===== config.mk =====
export PLATFORM = sky130hd
export DESIGN_NAME = sd_fifo_sched
export DESIGN_NICKNAME = d
export VERILOG_FILES = /design/src/rtl/sd_sched_pkg.sv /design/src/rtl/sd_rr_pick.sv /design/src/rtl/sd_fifo_sched.sv
export SDC_FILE = /design/constraint.sdc
export NUM_CORES = 1
export LEC_CHECK = 0
export CORE_MARGIN = 2
export CORE_UTILIZATION = 33
export CTS_CLUSTER_DIAMETER = 100
export DETAILED_ROUTE_END_ITERATION = 10
export PLACE_DENSITY = 0.88
export SLEW_MARGIN = 20
export SYNTH_ARGS = -nofsm -noshare
export SYNTH_HDL_FRONTEND = slang
export SYNTH_SLANG_ARGS = --single-unit

===== constraint.sdc =====
create_clock -name clk -period 3.1 [get_ports clk]
set_input_delay 0.62 -clock clk [delete_from_list [all_inputs] [get_ports clk]]
set_output_delay 0.62 -clock clk [all_outputs]
set_load 0.01 [all_outputs]

===== src/rtl/sd_sched_pkg.sv =====
// Shared definitions for the packet-aware FIFO scheduler.
//   sched_state_t : FSM states (S_IDLE = between packets, S_LOCK = mid-packet)
//   wrap_inc      : increment modulo n, for index counters whose range is not
//                   a power of two
package sd_sched_pkg;

    typedef enum logic {
        S_IDLE = 1'b0,
        S_LOCK = 1'b1
    } sched_state_t;

    function automatic int wrap_inc(input int v, input int n);
        return (v >= n - 1) ? 0 : v + 1;
    endfunction

endpackage


===== src/rtl/sd_rr_pick.sv =====
// Rotating-priority picker: finds the first set bit of req, searching upward
// from ptr+1 and wrapping from inputs-1 back to 0.
//   req   : request vector
//   ptr   : last-granted index (highest priority goes to ptr+1)
//   sel   : chosen index; ptr+1 (wrapped) when nothing is requesting
//   found : at least one request bit is set
module sd_rr_pick
    import sd_sched_pkg::*;
#(
    parameter int inputs = 4,
    parameter int isz    = $clog2(inputs)
) (
    input  logic [inputs-1:0] req,
    input  logic [isz-1:0]    ptr,
    output logic [isz-1:0]    sel,
    output logic              found
);

    // Walk from the farthest candidate to the nearest so the nearest match
    // is the last one written.
    always_comb begin
        int idx;
        sel   = isz'(wrap_inc(int'(ptr), inputs));
        found = 1'b0;
        for (int k = inputs; k >= 1; k--) begin
            idx = int'(ptr) + k;
            if (idx >= inputs) begin
                idx = idx - inputs;
            end
            if (req[idx]) begin
                sel   = isz'(idx);
                found = 1'b1;
            end
        end
    end

endmodule


===== src/rtl/sd_fifo_sched.sv =====
// Packet-aware round-robin scheduler in front of a shared FIFO. Requesters
// win arbitration on their first word and keep the grant until eop.
// Datapath is a pure mux; only rr_ptr, lock_sel and the FSM state are stored.
//   clk, reset          : clock, async active-low reset
//   c_srdy/c_drdy       : per-requester valid / accept
//   c_data, c_eop       : per-requester word and last-word flag
//   p_srdy/p_drdy       : selected word valid / FIFO ready
//   p_data, p_eop       : selected word and last-word flag
//   p_tag               : index of the selected requester
//   p_lock              : packet in progress
module sd_fifo_sched
    import sd_sched_pkg::*;
#(
    parameter int width  = 8,
    parameter int inputs = 4,
    parameter int isz    = $clog2(inputs)
) (
    input  logic                      clk,
    input  logic                      reset,
    input  logic [inputs-1:0]         c_srdy,
    output logic [inputs-1:0]         c_drdy,
    input  logic [inputs*width-1:0]   c_data,
    input  logic [inputs-1:0]         c_eop,
    output logic                      p_srdy,
    input  logic                      p_drdy,
    output logic [width-1:0]          p_data,
    output logic                      p_eop,
    output logic [isz-1:0]            p_tag,
    output logic                      p_lock
);

    sched_state_t   state_q, state_d;
    logic [isz-1:0] rr_ptr_q, rr_ptr_d;
    logic [isz-1:0] lock_sel_q, lock_sel_d;

    logic [isz-1:0] pick_sel;
    logic           pick_found;
    logic [isz-1:0] sel;
    logic           xfer;

    sd_rr_pick #(
        .inputs (inputs),
        .isz    (isz)
    ) u_pick (
        .req   (c_srdy),
        .ptr   (rr_ptr_q),
        .sel   (pick_sel),
        .found (pick_found)
    );

    assign sel    = (state_q == S_LOCK) ? lock_sel_q : pick_sel;
    // In idle, c_srdy[pick_sel] is exactly pick_found.
    assign p_srdy = (state_q == S_LOCK) ? c_srdy[lock_sel_q] : pick_found;
    assign p_data = c_data[sel*width +: width];
    assign p_eop  = c_eop[sel];
    assign p_tag  = sel;
    assign p_lock = (state_q == S_LOCK);
    assign xfer   = p_srdy & p_drdy;

    always_comb begin
        c_drdy      = '0;
        c_drdy[sel] = p_drdy;
    end

    // Grant is committed only on an actual transfer, so stalls never cost a
    // requester its turn.
    always_comb begin
        state_d    = state_q;
        rr_ptr_d   = rr_ptr_q;
        lock_sel_d = lock_sel_q;
        if (xfer) begin
            case (state_q)
                S_IDLE: begin
                    rr_ptr_d = sel;
                    if (!p_eop) begin
                        state_d    = S_LOCK;
                        lock_sel_d = sel;
                    end
                end
                S_LOCK: begin
                    if (p_eop) begin
                        state_d = S_IDLE;
                    end
                end
                default: state_d = S_IDLE;
            endcase
        end
    end

    always_ff @(posedge clk or negedge reset) begin
        if (!reset) begin
            state_q    <= S_IDLE;
            rr_ptr_q   <= isz'(inputs - 1);
            lock_sel_q <= '0;
        end else begin
            state_q    <= state_d;
            rr_ptr_q   <= rr_ptr_d;
            lock_sel_q <= lock_sel_d;
        end
    end

endmodule


* Word level (Yosys, flattened, before mapping) *
Cells that the tools add are included.

storage, ports and cells
  register bits after elaboration = 5
  input bits = 43
  word-level logic and storage cells = 65

operators by class
  $add $sub $neg = 8
  order comparisons = 12
  shift operators = 1
  mux-type cells = 34
  bitwise operators = 4
  reductions and logical operators = 3

operator list
  cell                                                                            number
  32-bit by 4-bit less-than comparator with 1-bit output (second input constant)  4
  32-bit 2-to-1 mux                                                               4
  32-bit by 4-bit >= comparator with 1-bit output (second input constant)         3
  32-bit by 4-bit subtractor with 32-bit output (second input constant)           3
  32-bit by 6-bit indexed part select with 8-bit output                           1
  1-bit 2-to-1 mux                                                                17
  1-bit binary-select mux with 2-bit select                                       6
  2-bit 2-to-1 mux                                                                6
  2-bit by 2-bit adder with 3-bit output (second input constant)                  2
  2-bit by 3-bit less-than comparator with 1-bit output (second input constant)   2
  2-bit by 3-bit adder with 4-bit output (second input constant)                  1
  4-bit bitwise AND                                                               1
  3-bit by 3-bit subtractor with 4-bit output (second input constant)             1
  2-bit by 1-bit adder with 3-bit output (second input constant)                  1
  3-bit >= comparator (second input constant)                                     1
  3-bit AND reduction                                                             1
  1-bit demux with 2-bit select                                                   1
  2-bit by 1-bit >= comparator with 1-bit output (second input constant)          1
  2-bit >= comparator (second input constant)                                     1
  1-bit inverter                                                                  2
  2-bit AND reduction                                                             1
  1-bit bitwise AND                                                               1
  1-bit logical AND                                                               1

* Logic depth before layout (Yosys ltp) *
Gate-level depths: netlist of run 1.

  depth after elaboration = 16
  depth in mapped cells = 10
  gate-level depth less buffers = 8

* Modules after synthesis *
Synthesis of run 1 repeated with hierarchy kept, for this count alone.

unflattened totals
  cell total of the unflattened synthesis = 114
  area total of the unflattened synthesis = 775.7 µm²

modules (own cells, without submodules)
  module         times used  cells an instance  area an instance (µm²)
  sd_fifo_sched  1           88                 574.3
  sd_rr_pick     1           26                 201.4

* Least setup slack after synthesis of run 1 *
No wires, ideal clock.

  kind = input -> output
  start point = input c_srdy[1]
  end point = output p_data[0]
  arrival = 2.477 ns
  required time = 2.480 ns
  slack = 0.003 ns
  stages = 9
  buffers on the path = 3
  path through = clkbuf_1 mux2_2 a221oi_1 nor4_4 a21boi_1 buf_2 buf_4 mux2i_1 o21ai_1

between the ends
  word-level cells in the longest chain between the ends = 9
  elaborated cells between the ends (all ways) = 18

ends and longest elaborated chain
  item                                                     RTL line             text
  start: declaration                                       sd_fifo_sched.sv:20  input logic [inputs-1:0] c_srdy,
  1-bit binary-select mux with 2-bit select                sd_rr_pick.sv:30     if (req[idx]) begin
  1-bit 2-to-1 mux (not written as such) (2 in a row)      sd_rr_pick.sv:30
  2-bit 2-to-1 mux (3 in a row)                            sd_rr_pick.sv:30
  2-bit 2-to-1 mux *                                       sd_rr_pick.sv:30
  2-bit 2-to-1 mux *                                       sd_fifo_sched.sv:51  assign sel = (state_q == S_LOCK) ? lock_sel_q : pick_sel;
  32-bit by 6-bit indexed part select with 8-bit output *  sd_fifo_sched.sv:54  assign p_data = c_data[sel*width +: width];
  end: declaration                                         sd_fifo_sched.sv:26  output logic [width-1:0] p_data,

Every way passes the cells marked *; elsewhere a longest branch is shown, timed or not. The select of a mux whose other input is x is not followed.

* Worst setup path after layout of run 1 *
  start point = register rr_ptr_q[1]
  end point = output p_data[2]

between the ends
  word-level cells in the longest chain between the ends = 12
  elaborated cells between the ends (all ways) = 36

ends and longest elaborated chain
  item                                                                                                                     RTL line                            text
  start: declaration                                                                                                       sd_fifo_sched.sv:33                 logic [isz-1:0] rr_ptr_q, rr_ptr_d;
  start signal: assignment                                                                                                 sd_fifo_sched.sv:93                 rr_ptr_q <= isz'(inputs - 1);
  start signal: assignment                                                                                                 sd_fifo_sched.sv:97                 rr_ptr_q <= rr_ptr_d;
  2-bit by 3-bit adder with 4-bit output                                                                                   sd_rr_pick.sv:26                    idx = int'(ptr) + k;
  32-bit by 4-bit subtractor with 32-bit output / 32-bit by 4-bit >= comparator with 1-bit output (equally long branches)  sd_rr_pick.sv:28, sd_rr_pick.sv:27
  32-bit 2-to-1 mux                                                                                                        sd_rr_pick.sv:27                    if (idx >= inputs) begin
  1-bit binary-select mux with 2-bit select                                                                                sd_rr_pick.sv:30
  1-bit 2-to-1 mux (not written as such) (2 in a row)                                                                      sd_rr_pick.sv:30
  2-bit 2-to-1 mux (3 in a row)                                                                                            sd_rr_pick.sv:30
  2-bit 2-to-1 mux *                                                                                                       sd_rr_pick.sv:30
  2-bit 2-to-1 mux *                                                                                                       sd_fifo_sched.sv:51
  32-bit by 6-bit indexed part select with 8-bit output *                                                                  sd_fifo_sched.sv:54

Marks and branches as above.

==> flow_metrics.tcl, run 1 <==
set metrics [dict create \
    critPathRequiredTime_ns 2.48 \
    synthAdderAreaFrac_pct 1.34 \
    critical_path.slowest_cell "dfstp_2" \
    pre_cts_slack_ns -0.982 \
    failed_checks "negative setup slack" \
    ys_seq_area_share_pct 13.7 \
    htree_levels 1 \
    grt_max_degree 13 \
    drv_cap 0 \
    max_stage_delay_ns 0.62 \
    drtIter0Drc 107 \
    synthTopCellsByCount "18 x nand2_1, 12 x mux2i_1, 11 x nor2_1" \
    ys_warn_count 0 \
    synth_cell_types 45 \
    layout.cells.non_filler 265 \
    grt_first_pass_wirelength_um 7030 \
    cts_inserted_buffers 3 \
    avgSynthCellArea_um2 7.52 \
    grt_pass1_vias 1454 \
    coreArea_um2 2710 \
    max_slew_margin_pct 71.9 \
    synth.area.top_cells "mux2i_1 13%, mux2_1 11%, dfrtp_1 8.1%, nand2_1 7.2%, dfstp_2 5.6%" \
    criticalPathCategory "flop to primary output" \
    power_mw 2.49 \
    drv_slew 0 \
    first_pass_iters 4 \
    clockBufferDepth 2 \
    setup-tns-final_ns -4.26 \
    cts_root_buffer "clkbuf_4" \
    syn_inst 124 \
    dieArea_um2 3270 \
    synthFlopType "dfrtp_1" \
    place_hpwl_um 2970 \
    ys_ff_latch 5 \
    synth_top_family_by_area "multiplexers" \
    setup_slack_ns -0.414 \
    rows 19 \
    clock_latency_ns 0.23 \
    diodes 0 \
    postRouteWirelength_um 5070 \
    synth_edf_count 0 \
    layout.nets 279 \
    synth-compound-area-share_pct 22.7 \
    crit_chain "buf_6, mux2_4, a221oi_4, buf_6, nor4_4, a21boi_2, buf_12, buf_4, mux2_4, nand2_1, o21ai_1, buf_2" \
    numPortBuffers 59 \
    syn-num-nets 168 \
    synth.area.mux_share_pct 30.2 \
    cp-end-kind "primary output" \
    ioPinCount 60 \
    ir_drop_mv 1.09 \
    areaGrowthSynthToFinish_pct 132 \
    status "complete, but fails checks" \
    antenna_found_initial 0 \
    critPathBufInv 5 \
    multi_input_area_um2 915 \
    min_path_type "flop to flop" \
    cts_sinks 5 \
    grt-ovfl-total 0 \
    synthXorXnorAreaFrac_pct 0 \
    start_util_pct 34.4 \
    register_area_um2 128 \
    grt_use_total_pct 28.3 \
    via_per_inst 5.49 \
    die_h_um 57.1 \
    vias 1455 \
    ant_nets 0 \
    yosys.area.top_type "mux2i_1" \
    clk_pin_slew_ns 0.04 \
    ctsHoldBuffers 0 \
    avgRoutedWirePerCell_um 19.1 \
    finalCritPeriodShare_pct 113 \
    worstMarginPinSlew_ns 0.418 \
    synthSimpleGateAreaFrac_pct 25.1 \
    synthMostInstantiatedCell "nand2_1" \
    floorplan.die.width_um 57.1 \
    place_inst 236 \
    drc 0 \
    syn_area_um2 932 \
    cp_top_family "buffers and inverters" \
    yosys.area.top_type_share_pct 12.9 \
    fmax_ghz 0.285 \
    drive_above_1_share_pct 49.6 \
    power_density_nw_per_um2 1150 \
    clock_skew_ns 0.000384 \
    setup_violations 14 \
    fill_cells 164 \
    worst-path-max-fanout 6 \
    period_needed_ns 3.51 \
    gp_congestion 0.937 \
    start_kind "flop" \
    arrival_ns 2.89 \
    cts_tree "done" \
    synth-async-reset-ratio_pct 100 \
    rsz0062_at_grt "yes" \
    finalHoldViolations 0 \
    p_leak_nw 1.00 \
    fin_util_pct 79.7 \
]
## final timing paths
path | slack [ns] | end | cells after the start | startpoint
worst max-delay path | -0.41 | p_data[2] | 12 | rr_ptr_q[1]
min in group asynchronous | 0.61 | p_lock | 1 | reset
worst max register to register | 0 | lock_sel_q[0] | 11 | rr_ptr_q[1]
worst min-delay path | 0.59 | lock_sel_q[1] | 1 | lock_sel_q[1]
max in group asynchronous | 2.24 | rr_ptr_q[0] | 1 | reset
worst min register to register | 0.59 | lock_sel_q[1] | 1 | lock_sel_q[1]
## state kept, by name, summed over array words and instances, names as in the netlist
name / flops
lock_sel_q: 2
rr_ptr_q: 2
p_lock: 1
## final cells by class
| cell class | instances | area share (%) |
|---|---|---|
| well taps | 31 | 1.80 |
| inverters | 4 | 0.811 |
| clock buffers | 4 | 1.22 |
| multi-input cells | 105 | 42.3 |
| repair buffers | 116 | 47.9 |
| flip-flops and latches | 5 | 5.91 |
## power breakdown
part	internal, mW	leakage [nW]	total [mW]	switching, mW
registers	0.107	0.0553	0.164	0.0575
logic	1.27	0.934	2.25	0.983
clock network	0.0485	0.0150	0.0729	0.0244
## stage by stage
step	area [um2]	hold slack, ns
finish	2160	0.591
global route	2160	0.611
CTS	2010	0.547
detailed placement	1770	0.538
global placement	1770	0.527
floorplan	932	0.324
## per-layer routing
layer | up-vias | global-route usage, % | wire length [um]
met5 | - | 0 | 0
met4 | 0 | 15.9 | 289
met3 | 26 | 4.76 | 221
met2 | 64 | 53.4 | 2830
met1 | 685 | 29.2 | 1720
li1 | 680 | - | -
## repair_timing
action	CTS	global route
resized for setup	90	28
cloned	1	0
endpoints found under the setup margin	17	16
setup buffers	17	7
pin swaps	10	7
## logic make-up (layout without fill, tap and decap cells)
group	Yosys count	count (layout)
buffers and inverters	14	124
and+or+nand+nor	47	47
adders and majority gates	1	1
DFF	5	5
muxes	25	25
AOI/OAI and AO/OA	32	32
## placed cells by master (no fill, tap or decap), types with 2 or more instances in the layout
cell type and count:
buf_4 42, a31oi_1 3, buf_2 11, o22ai_1 2, and3_4 2, mux2i_1 7
dlygate4sd2_1 5, nand2_1 13, clkbuf_4 3, a21boi_2 2, o21ai_0 3, a21oi_1 4
clkdlybuf4s50_1 40, inv_1 3, nand3_1 3, nor2_1 10, dfrtp_1 3, nand2_2 5
dfstp_2 2, o21ai_2 2, o21ai_1 6, nor3_1 2, buf_6 14, mux2i_2 4
mux2_4 12
Note: power is estimated with default switching activity, not from simulation.
==> inputs of run 2 (changes only) <==
--- a/config.mk
+++ b/config.mk
@@ -5,11 +5,13 @@
 export SDC_FILE = /design/constraint.sdc
 export NUM_CORES = 1
 export LEC_CHECK = 0
+export ABC_CLOCK_PERIOD_IN_PS = 4000
 export CORE_MARGIN = 2
-export CORE_UTILIZATION = 33
+export CORE_UTILIZATION = 36
 export CTS_CLUSTER_DIAMETER = 100
 export DETAILED_ROUTE_END_ITERATION = 10
-export PLACE_DENSITY = 0.88
+export MAX_ROUTING_LAYER = met4
+export PLACE_DENSITY = 0.91
 export SLEW_MARGIN = 20
 export SYNTH_ARGS = -nofsm -noshare
 export SYNTH_HDL_FRONTEND = slang
==> constraint.sdc (replaced) <==
create_clock -name clk -period 4 [get_ports clk]
set_input_delay 0.8 -clock clk [delete_from_list [all_inputs] [get_ports clk]]
set_output_delay 0.8 -clock clk [all_outputs]
set_load 0.01 [all_outputs]
==> run 2 against run 1 <==
The run now ends clean. Design area shrank 15%. Clock power shrank 21%. Register-to-register slack better by 1.0 ns. Sequential share of layout area up 1.0 points. Critical path type is now input port to primary output. Flip-flop and latch count is the same. Combinational power fell by 44%. Worst setup slack better by 0.51 ns. Sequential power is 27% lower. Cell count down 9.1%. Highest routed layer unchanged. Clock skew is 0.0018 ns higher.
==> flow_metrics.tcl, run 2 (synthesized netlist as in run 1, its figures left out) <==
set metrics [dict create \
    criticalPathCategory "input port to primary output" \
    crit_chain "dlygate4sd2_1, buf_4, mux2_4, o211a_4, nor4_4, a21boi_2, buf_12, buf_4, mux2_1, nand2_1, o21ai_1, dlygate4sd2_1" \
    layout.cells.non_filler 241 \
    final_common_cell "clkdlybuf4s50_1" \
    p_leak_nw 0.861 \
    ant_nets 0 \
    diodes 0 \
    rsz0062_at_grt "yes" \
    clock_skew_ns 0.00215 \
    clockBufferDepth 2 \
    placed_cell_area_um2 1690 \
    drv_cap 0 \
    areaGrowthSynthToFinish_pct 98.1 \
    htree_levels 1 \
    drtIter0Drc 28 \
    arrival_ns 3.10 \
    setup_violations 0 \
    critPathBufInv 5 \
    dieArea_um2 3010 \
    via_per_inst 5.44 \
    clk_pin_slew_ns 0.04 \
    fin_area_um2 1850 \
    cts_inserted_buffers 3 \
    grt-ovfl-total 0 \
    place_inst 225 \
    vias 1312 \
    critical_path.slowest_cell "mux2_1" \
    postRouteWirelength_um 4060 \
    worst-path-max-fanout 6 \
    start_util_pct 38.0 \
    grt_first_pass_wirelength_um 5490 \
    finalHoldViolations 0 \
    max_stage_delay_ns 0.31 \
    grt_pass1_vias 1227 \
    place_hpwl_um 3040 \
    cp_top_family "buffers and inverters" \
    power_density_nw_per_um2 780 \
    worstMarginPinSlew_ns 0.402 \
    coreArea_um2 2450 \
    cp-end-kind "primary output" \
    mostFrequentLayoutCells "43 x clkdlybuf4s50_1, 32 x buf_4, 18 x nand2_1" \
    layout.nets 256 \
    fill_cells 180 \
    fmax_ghz 0.256 \
    finalCritPeriodShare_pct 97.5 \
    cts_root_buffer "clkbuf_4" \
    register_area_um2 128 \
    start_kind "input port" \
    clock_latency_ns 0.24 \
    drive_above_1_share_pct 26.5 \
    ir_drop_mv 0.641 \
    grt_use_total_pct 26.0 \
    critPathRequiredTime_ns 3.20 \
    drv_slew 0 \
    min_path_type "flop to flop" \
    cts_sinks 5 \
    gp_congestion 0.798 \
    period_needed_ns 3.90 \
    status "completed" \
    grt_max_degree 15 \
    avgRoutedWirePerCell_um 16.8 \
    die_h_um 54.9 \
    rows 18 \
    first_pass_iters 4 \
    antenna_found_initial 0 \
    ctsHoldBuffers 0 \
    ioPinCount 60 \
    cts_tree "done" \
    max_slew_margin_pct 72.4 \
    floorplan.die.width_um 54.9 \
    numPortBuffers 59 \
    multi_input_area_um2 782 \
    drc 0 \
]
## run 2: cell count changes in the layout (fill, tap and decap cells not counted), moves of 3 or more
cell and change:
buf_6 -14, buf_2 -11, buf_4 -10, mux2_1 +9
mux2_4 -9, dlygate4sd2_1 +8, mux2i_1 +5, nand2_1 +5
nand2_2 -5, mux2i_2 -4, clkdlybuf4s50_1 +3
## run 2: final timing paths
check / start / end / slack (ns) / cells past startpoint
min in group asynchronous: reset / lock_sel_q[1] / 0.78 / 1
hold reg to reg: rr_ptr_q[1] / rr_ptr_q[1] / 0.52 / 2
hold / removal: rr_ptr_q[1] / rr_ptr_q[1] / 0.52 / 2
setup / recovery: c_srdy[2] / p_data[1] / 0.1 / 12
setup reg to reg: rr_ptr_q[1] / lock_sel_q[0] / 1.01 / 11
max in group asynchronous: reset / rr_ptr_q[1] / 2.97 / 1
## run 2: per-stage QoR
step | setup WS, ns | utilization [%] | hold WS (ns) | TNS [ns] | total power, mW
after detailed placement | -0.300 | 68.9 | 0.534 | -3.37 | 1.26
after floorplan | 0.543 | - | 0.492 | 0 | 0.716
after CTS | -0.0535 | 71.9 | 0.544 | -0.0535 | 1.32
final | 0.0981 | 75.2 | 0.519 | 0 | 1.44
after global routing | -0.0159 | 75.2 | 0.533 | -0.0159 | 1.53
after global placement | -0.234 | 68.9 | 0.534 | -2.50 | 1.22
## run 2: worst min-delay path: stages, from the launching register on
cell and delay, ns:
dfstp_2 0.39, nand2_1 0.06, nand2_1 0.06
## run 2: repair_timing
| action | in CTS | in global routing |
|---|---|---|
| cloned | 0 | 1 |
| setup endpoints to repair | 14 | 11 |
| setup buffers | 5 | 6 |
| gates resized for setup | 21 | 7 |
| pin swaps | 2 | 0 |
## run 2: routing by layer
layer	global-route usage, %	up-vias	share of wire, %
met3	3.01	8	4.5
met4	5.42	0	1.6
li1	-	632	-
met1	29.0	627	38
met5	-	-	0
met2	48.8	45	55
## run 2: cell type report
class                   instances  area share (%)
multi-input cells             105            42.3
flip-flops and latches          5            6.91
well taps                      30            2.03
clock buffers                   4            1.42
inverters                       4           0.813
repair buffers                 93            46.5
## run 2: report_power, final
part	leakage (nW)	internal, mW	switching [mW]	total (mW)
clock network	0.0150	0.0376	0.0196	0.0573
logic	0.790	0.675	0.589	1.26
registers	0.0553	0.0824	0.0373	0.120
total	0.861	0.795	0.646	1.44
